## config.mk

```make
export PLATFORM = sky130hd
export DESIGN_NAME = md_io_regs
export DESIGN_NICKNAME = d
export VERILOG_FILES = /design/src/rtl/md_io_regs.sv
export SDC_FILE = /design/constraint.sdc
export NUM_CORES = 1
export LEC_CHECK = 0
export CORE_ASPECT_RATIO = 0.75
export CORE_MARGIN = 10
export CORE_UTILIZATION = 42
export DETAILED_ROUTE_END_ITERATION = 16
export GPL_ROUTABILITY_DRIVEN = 0
export PLACE_DENSITY = 0.66
export SYNTH_ARGS = -nofsm -noshare
export SYNTH_HDL_FRONTEND = slang
export SYNTH_SLANG_ARGS = --single-unit
```

## constraint.sdc

```tcl
create_clock -name i_clk -period 5.7 [get_ports i_clk]
set_input_delay 0.57 -clock i_clk [delete_from_list [all_inputs] [get_ports i_clk]]
set_output_delay 0.57 -clock i_clk [all_outputs]
set_load 0.01 [all_outputs]
```

## src/rtl/md_io_regs.sv

```systemverilog
// md_io_regs: host-side I/O register file for two controller ports plus an EXT
// port, with serial-port storage and an optional TH-pin level-2 interrupt.
// Latency: writes land at the strobe edge; dout is registered one edge after a read strobe.
// Backpressure: none, every cs strobe completes in a single cycle.
// Ports: i_clk/i_reset (async active-high); i_cs/i_we/i_addr/i_din/o_dout host access;
//        i_export/i_pal/i_ndisk version straps; i_portN_out sampled pin levels;
//        o_portN_in/o_portN_dir drive the pad stage; o_hl/i_hl_ack interrupt.
// Build option: define MD_IO_TH_INT_EN to enable the TH falling-edge interrupt;
//        without it o_hl is tied low and CTRLn[7] is plain storage.
module md_io_regs (
  input  logic       i_clk,
  input  logic       i_reset,
  input  logic       i_cs,
  input  logic       i_we,
  input  logic [3:0] i_addr,
  input  logic [7:0] i_din,
  output logic [7:0] o_dout,
  input  logic       i_export,
  input  logic       i_pal,
  input  logic       i_ndisk,
  input  logic [6:0] i_port1_out,
  input  logic [6:0] i_port2_out,
  output logic [6:0] o_port1_in,
  output logic [6:0] o_port2_in,
  output logic [6:0] o_port1_dir,
  output logic [6:0] o_port2_dir,
  output logic       o_hl,
  input  logic       i_hl_ack
);

  logic [7:0] r_data   [3];
  logic [7:0] r_ctrl   [3];
  logic [7:0] r_txdata [3];
  logic [4:0] r_sctrl  [3];   // only bits 7..3 are stored
  logic [6:0] r_smp1;
  logic [6:0] r_smp2;
  logic [7:0] r_dout;
  logic [7:0] w_rd_dat;
  logic       w_wr;
  logic       w_rd;

  assign w_wr = i_cs & i_we;
  assign w_rd = i_cs & ~i_we;

  // Pins configured as outputs read back the stored level, inputs read the
  // sampled pad level; bit 7 is always the stored value.
  function automatic logic [7:0] f_data_rd(input logic [7:0] d, input logic [7:0] c,
                                           input logic [6:0] pins);
    return {d[7], (c[6:0] & d[6:0]) | (~c[6:0] & pins)};
  endfunction

  always_ff @(posedge i_clk or posedge i_reset) begin
    if (i_reset) begin
      r_smp1 <= 7'h7F;
      r_smp2 <= 7'h7F;
    end else begin
      r_smp1 <= i_port1_out;
      r_smp2 <= i_port2_out;
    end
  end

  always_ff @(posedge i_clk or posedge i_reset) begin
    if (i_reset) begin
      for (int i = 0; i < 3; i++) begin
        r_data[i]   <= 8'h7F;
        r_ctrl[i]   <= 8'h00;
        r_txdata[i] <= 8'hFF;
        r_sctrl[i]  <= 5'h00;
      end
    end else if (w_wr) begin
      case (i_addr)
        4'd1:    r_data[0]   <= i_din;
        4'd2:    r_data[1]   <= i_din;
        4'd3:    r_data[2]   <= i_din;
        4'd4:    r_ctrl[0]   <= i_din;
        4'd5:    r_ctrl[1]   <= i_din;
        4'd6:    r_ctrl[2]   <= i_din;
        4'd7:    r_txdata[0] <= i_din;
        4'd9:    r_sctrl[0]  <= i_din[7:3];
        4'd10:   r_txdata[1] <= i_din;
        4'd12:   r_sctrl[1]  <= i_din[7:3];
        4'd13:   r_txdata[2] <= i_din;
        4'd15:   r_sctrl[2]  <= i_din[7:3];
        default: ;  // VERSION and RXDATAn are read-only
      endcase
    end
  end

  always_comb begin
    w_rd_dat = 8'h00;
    case (i_addr)
      4'd0:  w_rd_dat = {i_export, i_pal, i_ndisk, 5'b0};
      4'd1:  w_rd_dat = f_data_rd(r_data[0], r_ctrl[0], r_smp1);
      4'd2:  w_rd_dat = f_data_rd(r_data[1], r_ctrl[1], r_smp2);
      4'd3:  w_rd_dat = f_data_rd(r_data[2], r_ctrl[2], 7'h7F);  // EXT pins float high
      4'd4:  w_rd_dat = r_ctrl[0];
      4'd5:  w_rd_dat = r_ctrl[1];
      4'd6:  w_rd_dat = r_ctrl[2];
      4'd7:  w_rd_dat = r_txdata[0];
      4'd9:  w_rd_dat = {r_sctrl[0], 3'b000};
      4'd10: w_rd_dat = r_txdata[1];
      4'd12: w_rd_dat = {r_sctrl[1], 3'b000};
      4'd13: w_rd_dat = r_txdata[2];
      4'd15: w_rd_dat = {r_sctrl[2], 3'b000};
      default: w_rd_dat = 8'h00;  // RXDATAn
    endcase
  end

  always_ff @(posedge i_clk or posedge i_reset) begin
    if (i_reset) begin
      r_dout <= 8'h00;
    end else if (w_rd) begin
      r_dout <= w_rd_dat;
    end
  end

  assign o_dout      = r_dout;
  assign o_port1_in  = r_data[0][6:0];
  assign o_port2_in  = r_data[1][6:0];
  assign o_port1_dir = r_ctrl[0][6:0];
  assign o_port2_dir = r_ctrl[1][6:0];

`ifdef MD_IO_TH_INT_EN
  logic r_th1_prev;
  logic r_th2_prev;
  logic r_hl;
  logic w_set;
  logic w_clr;

  // A port is armed when TH interrupts are enabled and TH is an input pin.
  assign w_set = (r_ctrl[0][7] & ~r_ctrl[0][6] & r_th1_prev & ~r_smp1[6]) |
                 (r_ctrl[1][7] & ~r_ctrl[1][6] & r_th2_prev & ~r_smp2[6]);
  assign w_clr = i_hl_ack | (w_wr & ((i_addr == 4'd4) | (i_addr == 4'd5)) & ~i_din[7]);

  always_ff @(posedge i_clk or posedge i_reset) begin
    if (i_reset) begin
      r_th1_prev <= 1'b1;
      r_th2_prev <= 1'b1;
      r_hl       <= 1'b0;
    end else begin
      r_th1_prev <= r_smp1[6];
      r_th2_prev <= r_smp2[6];
      if (w_set)      r_hl <= 1'b1;  // a fresh edge beats a simultaneous clear
      else if (w_clr) r_hl <= 1'b0;
    end
  end

  assign o_hl = r_hl;
`else
  logic w_unused_ack;
  assign w_unused_ack = i_hl_ack;
  assign o_hl = 1'b0;
`endif

endmodule

```

==> results.json, run 1 <==
{
  "yosys_warnings": 0,
  "outcome": "finished clean",
  "syn_area_per_cell_um2": 12.38,
  "hp-start": "o_dout[2]$_DFFE_PP0P_",
  "hold_class": "reg2reg",
  "post-route-util": 0.5038,
  "wirelength_um": 13950,
  "root_buffer": "clkbuf_16",
  "initial_core_util": 0.4331,
  "htreeDepth": 3,
  "tightest_slew_ns": 1.133,
  "layout_commonest_cell": "mux2_2",
  "syn2layout_area_growth_pct": 16.33,
  "tns_ns": 0,
  "rows": 35,
  "worstPathArrival_ns": 3.16,
  "die_y_um": 118.1,
  "cts_setup_buffers": 0,
  "nNetsFinal": 503,
  "min_period_over_period": 0.5140,
  "critPathCaptureType": "flop",
  "grt_max_degree": 63,
  "clkSlewWorstSetupHoldPaths_ns": 0.07,
  "synth_seq_cells": 109,
  "clk_path_buf_depth": 2,
  "final_cell_mix": "mux2_2, clkdlybuf4s50_1, dfstp_2, dfrtp_1, nand2_1",
  "n_fill_cell": 1103,
  "portBuffers": 68,
  "r2r-end": "o_dout[3]$_DFFE_PP0P_",
  "rsz0062_at_grt": "false",
  "fin_skew_ns": 0.006004,
  "antenna_found_initial": 0,
  "regArea_um2": 2801,
  "cp_slowest_cell": "nor4b_2",
  "p_leak_nw": 2.537,
  "io_pins": 71,
  "clk_latency_ns": 0.35,
  "path_cells": "clkdlybuf4s50_1 -> buf_4 -> nor4b_2 -> nor2b_1 -> buf_4 -> mux2_2",
  "finalCriticalPeriod_ns": 2.930,
  "cts_buffers": 9,
  "drv_cap": 0,
  "core_region_area_um2": 12440,
  "irDropWorstVdd_mv": 0.1570,
  "whs_path_depth": 2,
  "netlist_instances": 435,
  "path_buf_inv": 3,
  "slew_headroom": 0.2432,
  "report.power.total_mw": 2.068,
  "clock.fmax_mhz": 341.3,
  "worstRegToRegCells": 5,
  "grt.total_usage": 0.1576,
  "synthArstFlopShare": 1.000,
  "required_ns": 5.93,
  "yosysSeqAreaShare": 0.5201,
  "final_layout_size_suffix_gt1_frac": 0.3713,
  "drv_slew": 0,
  "final_hold_viol_count": 0,
  "max_stage_delay_ns": 0.70,
  "tritoncts": "built",
  "multi_input_area_um2": 2221,
  "r2r_start": "o_port1_dir[3]$_DFFE_PP0P_",
  "synth_flop_cell": "dfstp_2",
  "synth_cell_types": 54,
  "cts_resized": 0,
  "path_common_cell": "buf_4",
  "dr_total_vias": 3600,
  "path_class": "in2reg",
  "grt_pass1_vias": 3818,
  "drc": 0,
  "die-area_um2": 17800,
  "setup_viol": 0,
  "syn_area_um2": 5386,
  "cts_hold_buffers": 0,
  "powerDensity_nw_per_um2": 330.1,
  "dieWidth_um": 150.8,
  "worst-r2r-setup-slack_ns": 4.06,
  "hold_path_end": "o_dout[2]$_DFFE_PP0P_",
  "hpwlAfterDp_um": 9501,
  "drtPass1Iterations": 5,
  "path_delay_family": "simple AND/OR/NAND/NOR gates",
  "viasPerCell": 5.625,
  "path_max_fanout": 25,
  "critical_path_depth": 6,
  "cts_sinks": 109,
  "antennaDiodeCount": 0,
  "start_kind": "primary input",
  "synth-edff-count": 0,
  "wl_per_cell_um": 21.79,
  "grt_pass1_wl_um": 21860,
  "postSynthNetCount": 469,
  "grt_overflow": 0,
  "drt_iter0_drc": 231,
  "ant_nets": 0
}
==> sequential cells by signal, summed over array words and instances, names as in the netlist <==
| register | flops |
|---|---|
| o_port2_dir | 7 |
| r_txdata | 24 |
| r_smp1 | 7 |
| o_port1_dir | 7 |
| r_sctrl | 15 |
| o_dout | 8 |
| r_smp2 | 7 |
| r_data | 10 |
| o_port1_in | 7 |
| o_port2_in | 7 |
| r_ctrl | 10 |
==> power breakdown <==
part           internal (mW)  switching, mW
logic                  0.235          0.178
clock network          0.341          0.270
registers              0.957         0.0873
total                   1.53          0.535
==> synth_stat cells, types with 2 or more instances <==
library cell | instances | area [um2]
mux2_2 | 82 | 923.4
dfstp_2 | 59 | 1550
dfrtp_1 | 50 | 1251
buf_4 | 33 | 247.7
nand2_1 | 23 | 86.33
mux2i_1 | 20 | 200.2
o21ai_0 | 14 | 70.07
a21oi_1 | 13 | 65.06
nor2_1 | 13 | 48.80
a22oi_1 | 11 | 82.58
nor2b_1 | 11 | 68.82
buf_2 | 9 | 45.04
nand3_1 | 9 | 45.04
nand2b_1 | 8 | 50.05
clkbuf_1 | 6 | 22.52
inv_1 | 6 | 22.52
o22ai_1 | 6 | 37.54
nor3_4 | 4 | 65.06
a32oi_1 | 3 | 26.28
nand3b_1 | 3 | 22.52
o21ai_1 | 3 | 15.01
o32ai_1 | 3 | 26.28
a2111oi_0 | 2 | 17.52
a211o_1 | 2 | 17.52
a41oi_1 | 2 | 17.52
and2_1 | 2 | 12.51
buf_6 | 2 | 22.52
mux2_1 | 2 | 22.52
nor2_2 | 2 | 12.51
nor2_8 | 2 | 40.04
nor3_1 | 2 | 10.01
nor3_2 | 2 | 20.02
nor3b_1 | 2 | 15.01
nor4_1 | 2 | 12.51
nor4b_2 | 2 | 30.03
o31a_1 | 2 | 17.52
==> routing by layer <==
metal  vias up  wire length [um]  global-route usage
li1       1613                 -                   -
met1      1846              6429              0.2149
met2       124              6310              0.2326
met3        17               985             0.05148
met4         0               220             0.04262
met5         -                 0                   0
==> cell type report <==
class / instances / area share
Sequential cell: 109 / 0.4471
Multi-Input combinational cell: 269 / 0.3544
Timing Repair Buffer: 74 / 0.1158
Clock buffer: 12 / 0.03774
Tap cell: 166 / 0.03315
Clock inverter: 4 / 0.007788
Inverter: 6 / 0.003994
==> tightest hold or removal path: stages (launching register included) <==
cell and delay, ns:
dfrtp_1 0.35, nand2_1 0.05, o21ai_0 0.06
==> worst max-delay path by stage <==
stage,from,endpoint,slack (ns)
2_1_floorplan,i_reset,o_dout[0]$_DFFE_PP0P_,2.35
6_report,i_addr[2],o_port1_dir[3]$_DFFE_PP0P_,2.77
4_1_cts,i_addr[2],o_port1_dir[6]$_DFFE_PP0P_,2.78
3_3_place_gp,i_addr[2],o_port1_dir[3]$_DFFE_PP0P_,2.42
3_5_place_dp,i_addr[2],o_port1_dir[6]$_DFFE_PP0P_,2.42
5_1_grt,i_addr[2],o_port1_dir[3]$_DFFE_PP0P_,2.64
==> metrics by stage <==
stage | std cells | area, um2 | setup slack [ns] | hold slack, ns
floorplan | 435 | 5386 | 2.354 | 0.4687
global placement | 624 | 5981 | 2.424 | 0.4784
detailed placement | 624 | 5981 | 2.418 | 0.4839
CTS | 640 | 6266 | 2.784 | 0.5000
global route | 640 | 6266 | 2.640 | 0.5226
finish | 640 | 6266 | 2.770 | 0.4973
==> logic make-up after synthesis <==
family | share of synthesized area
and+or+nand+nor | 0.1129
AOI/OAI and AO/OA | 0.08595
buffers and inverters | 0.06759
muxes | 0.2128
DFF | 0.5201
other | 0.0006962
(Power assumes the default switching activity.)
==> run 2, diff against run 1 <==
==> constraint.sdc (replaced) <==
create_clock -name i_clk -period 2.89 [get_ports i_clk]
set_input_delay 0.289 -clock i_clk [delete_from_list [all_inputs] [get_ports i_clk]]
set_output_delay 0.289 -clock i_clk [all_outputs]
set_load 0.01 [all_outputs]
==> run 2 against run 1 <==
- non-clock buffer count rose by 27
- count of clock-buffer cells in the layout unchanged
- first-iteration DRC count is 22% higher
- cell count increased by 4.2%
- critical path type unchanged
- critical endpoint is now o_dout[3]$_DFFE_PP0P_
- largest cell class unchanged
- largest power group unchanged
==> results.json, run 2 (synthesized netlist as in run 1, its figures left out) <==
{
  "required_ns": 3.11,
  "root_buffer": "clkbuf_16",
  "path_max_fanout": 12,
  "rsz0062_at_grt": "false",
  "die-area_um2": 17800,
  "clkSlewWorstSetupHoldPaths_ns": 0.07,
  "tns_ns": 0,
  "grt_max_degree": 110,
  "cts_buffers": 9,
  "wl_per_cell_um": 21.44,
  "hpwlAfterDp_um": 10030,
  "viasPerCell": 5.556,
  "outcome": "finished clean",
  "cts_setup_buffers": 0,
  "dpl_worst_slack_ns": 0.3297,
  "ant_nets": 0,
  "p_leak_nw": 2.692,
  "drv_slew": 0,
  "layout_commonest_cell": "mux2_2",
  "setup_viol": 0,
  "cts_hold_buffers": 0,
  "syn2layout_area_growth_pct": 21.02,
  "drc": 0,
  "dieWidth_um": 150.8,
  "path_class": "in2reg",
  "place_area_um2": 6210,
  "irDropWorstVdd_mv": 0.3724,
  "final_layout_size_suffix_gt1_frac": 0.4092,
  "clock.fmax_mhz": 450.8,
  "io_pins": 71,
  "drtPass1Iterations": 5,
  "multi_input_area_um2": 2221,
  "cts_resized": 0,
  "worstPathArrival_ns": 2.44,
  "fin_skew_ns": 0.007681,
  "drt_iter0_drc": 282,
  "min_period_over_period": 0.7676,
  "critPathCaptureType": "flop",
  "start_kind": "primary input",
  "tightest_slew_ns": 0.6835,
  "portBuffers": 68,
  "report.power.total_mw": 4.176,
  "wirelength_um": 14300,
  "initial_core_util": 0.4331,
  "rows": 35,
  "grt_overflow": 0,
  "grt_pass1_vias": 3902,
  "finalCriticalPeriod_ns": 2.218,
  "nNetsFinal": 530,
  "largest_register": "r_txdata",
  "reg_top3": "r_txdata: 24 flops, r_sctrl: 15 flops",
  "fin_ws_ns": 0.6716,
  "hold_class": "in2reg",
  "largest_register_ffs": 24,
  "final_area_um2": 6519,
  "final_hold_viol_count": 0,
  "n_fill_cell": 1104,
  "final_cell_mix": "mux2_2, clkdlybuf4s50_1, dfstp_2, dfrtp_1, buf_4",
  "clk_path_buf_depth": 2,
  "grt_pass1_wl_um": 22250,
  "htreeDepth": 3,
  "cts_sinks": 109,
  "clk_latency_ns": 0.35,
  "die_y_um": 118.1,
  "powerDensity_nw_per_um2": 640.6,
  "core_region_area_um2": 12440,
  "slew_headroom": 0.5434,
  "regArea_um2": 2801,
  "antennaDiodeCount": 0,
  "dr_total_vias": 3706,
  "antenna_found_initial": 0,
  "tritoncts": "built",
  "drv_cap": 0,
  "grt.total_usage": 0.1617
}
[run 2: cell count changes in the layout (fill, tap and decap cells not counted), moves of 2 or more]
| cell | previous run | this run |
|---|---|---|
| clkbuf_1 | 3 | 1 |
| buf_12 | 0 | 2 |
| buf_4 | 6 | 31 |
| clkbuf_8 | 0 | 2 |
[run 2: layer usage]
| layer | wire, um | global-route usage |
|---|---|---|
| met5 | 0 | 0 |
| met4 | 229 | 0.04922 |
| met3 | 1057 | 0.04149 |
| met2 | 6721 | 0.2478 |
| met1 | 6292 | 0.2173 |
[run 2: final timing paths]
kind	from	to	slack, ns	cells past startpoint
hold reg to reg	o_dout[2]$_DFFE_PP0P_	o_dout[2]$_DFFE_PP0P_	0.49	2
setup / recovery	i_addr[2]	o_dout[3]$_DFFE_PP0P_	0.67	7
setup reg to reg	o_port2_dir[3]$_DFFE_PP0P_	o_dout[3]$_DFFE_PP0P_	1.21	5
max in group asynchronous	i_reset	r_data[2]$_DFFE_PP1P_	2.01	3
hold / removal	i_port2_out[5]	r_smp2[5]$_DFF_PP1_	0.34	1
min in group asynchronous	i_reset	o_dout[0]$_DFFE_PP0P_	0.48	3
[run 2: critical path, cell delays in order]
cell	delay, ns
clkdlybuf4s50_1	0.79
or4b_1	0.20
buf_4	0.21
nor2_1	0.07
a211o_1	0.28
a2111oi_0	0.48
o21ai_1	0.11
[run 2: per-stage QoR]
stage	instances	util	hold slack, ns
after floorplan	435	-	0.2935
after global placement	651	0.4993	0.4784
after detailed placement	651	0.4993	0.4793
after CTS	667	0.5241	0.3282
after global routing	667	0.5241	0.3238
final	667	0.5241	0.3382
[run 2: where the power goes]
| group | switching [mW] | internal [mW] | total [mW] |
|---|---|---|---|
| Sequential | 0.174 | 1.89 | 2.06 |
| Clock | 0.551 | 0.725 | 1.28 |
| Combinational | 0.360 | 0.478 | 0.838 |
[run 2: layout make-up]
type | instances | area share
clock buffer | 12 | 0.03935
clock inverter | 4 | 0.008061
inverter | 6 | 0.004031
multi-input combinational | 269 | 0.3407
sequential | 109 | 0.4298
tap | 166 | 0.03186
timing repair buffer | 101 | 0.1463
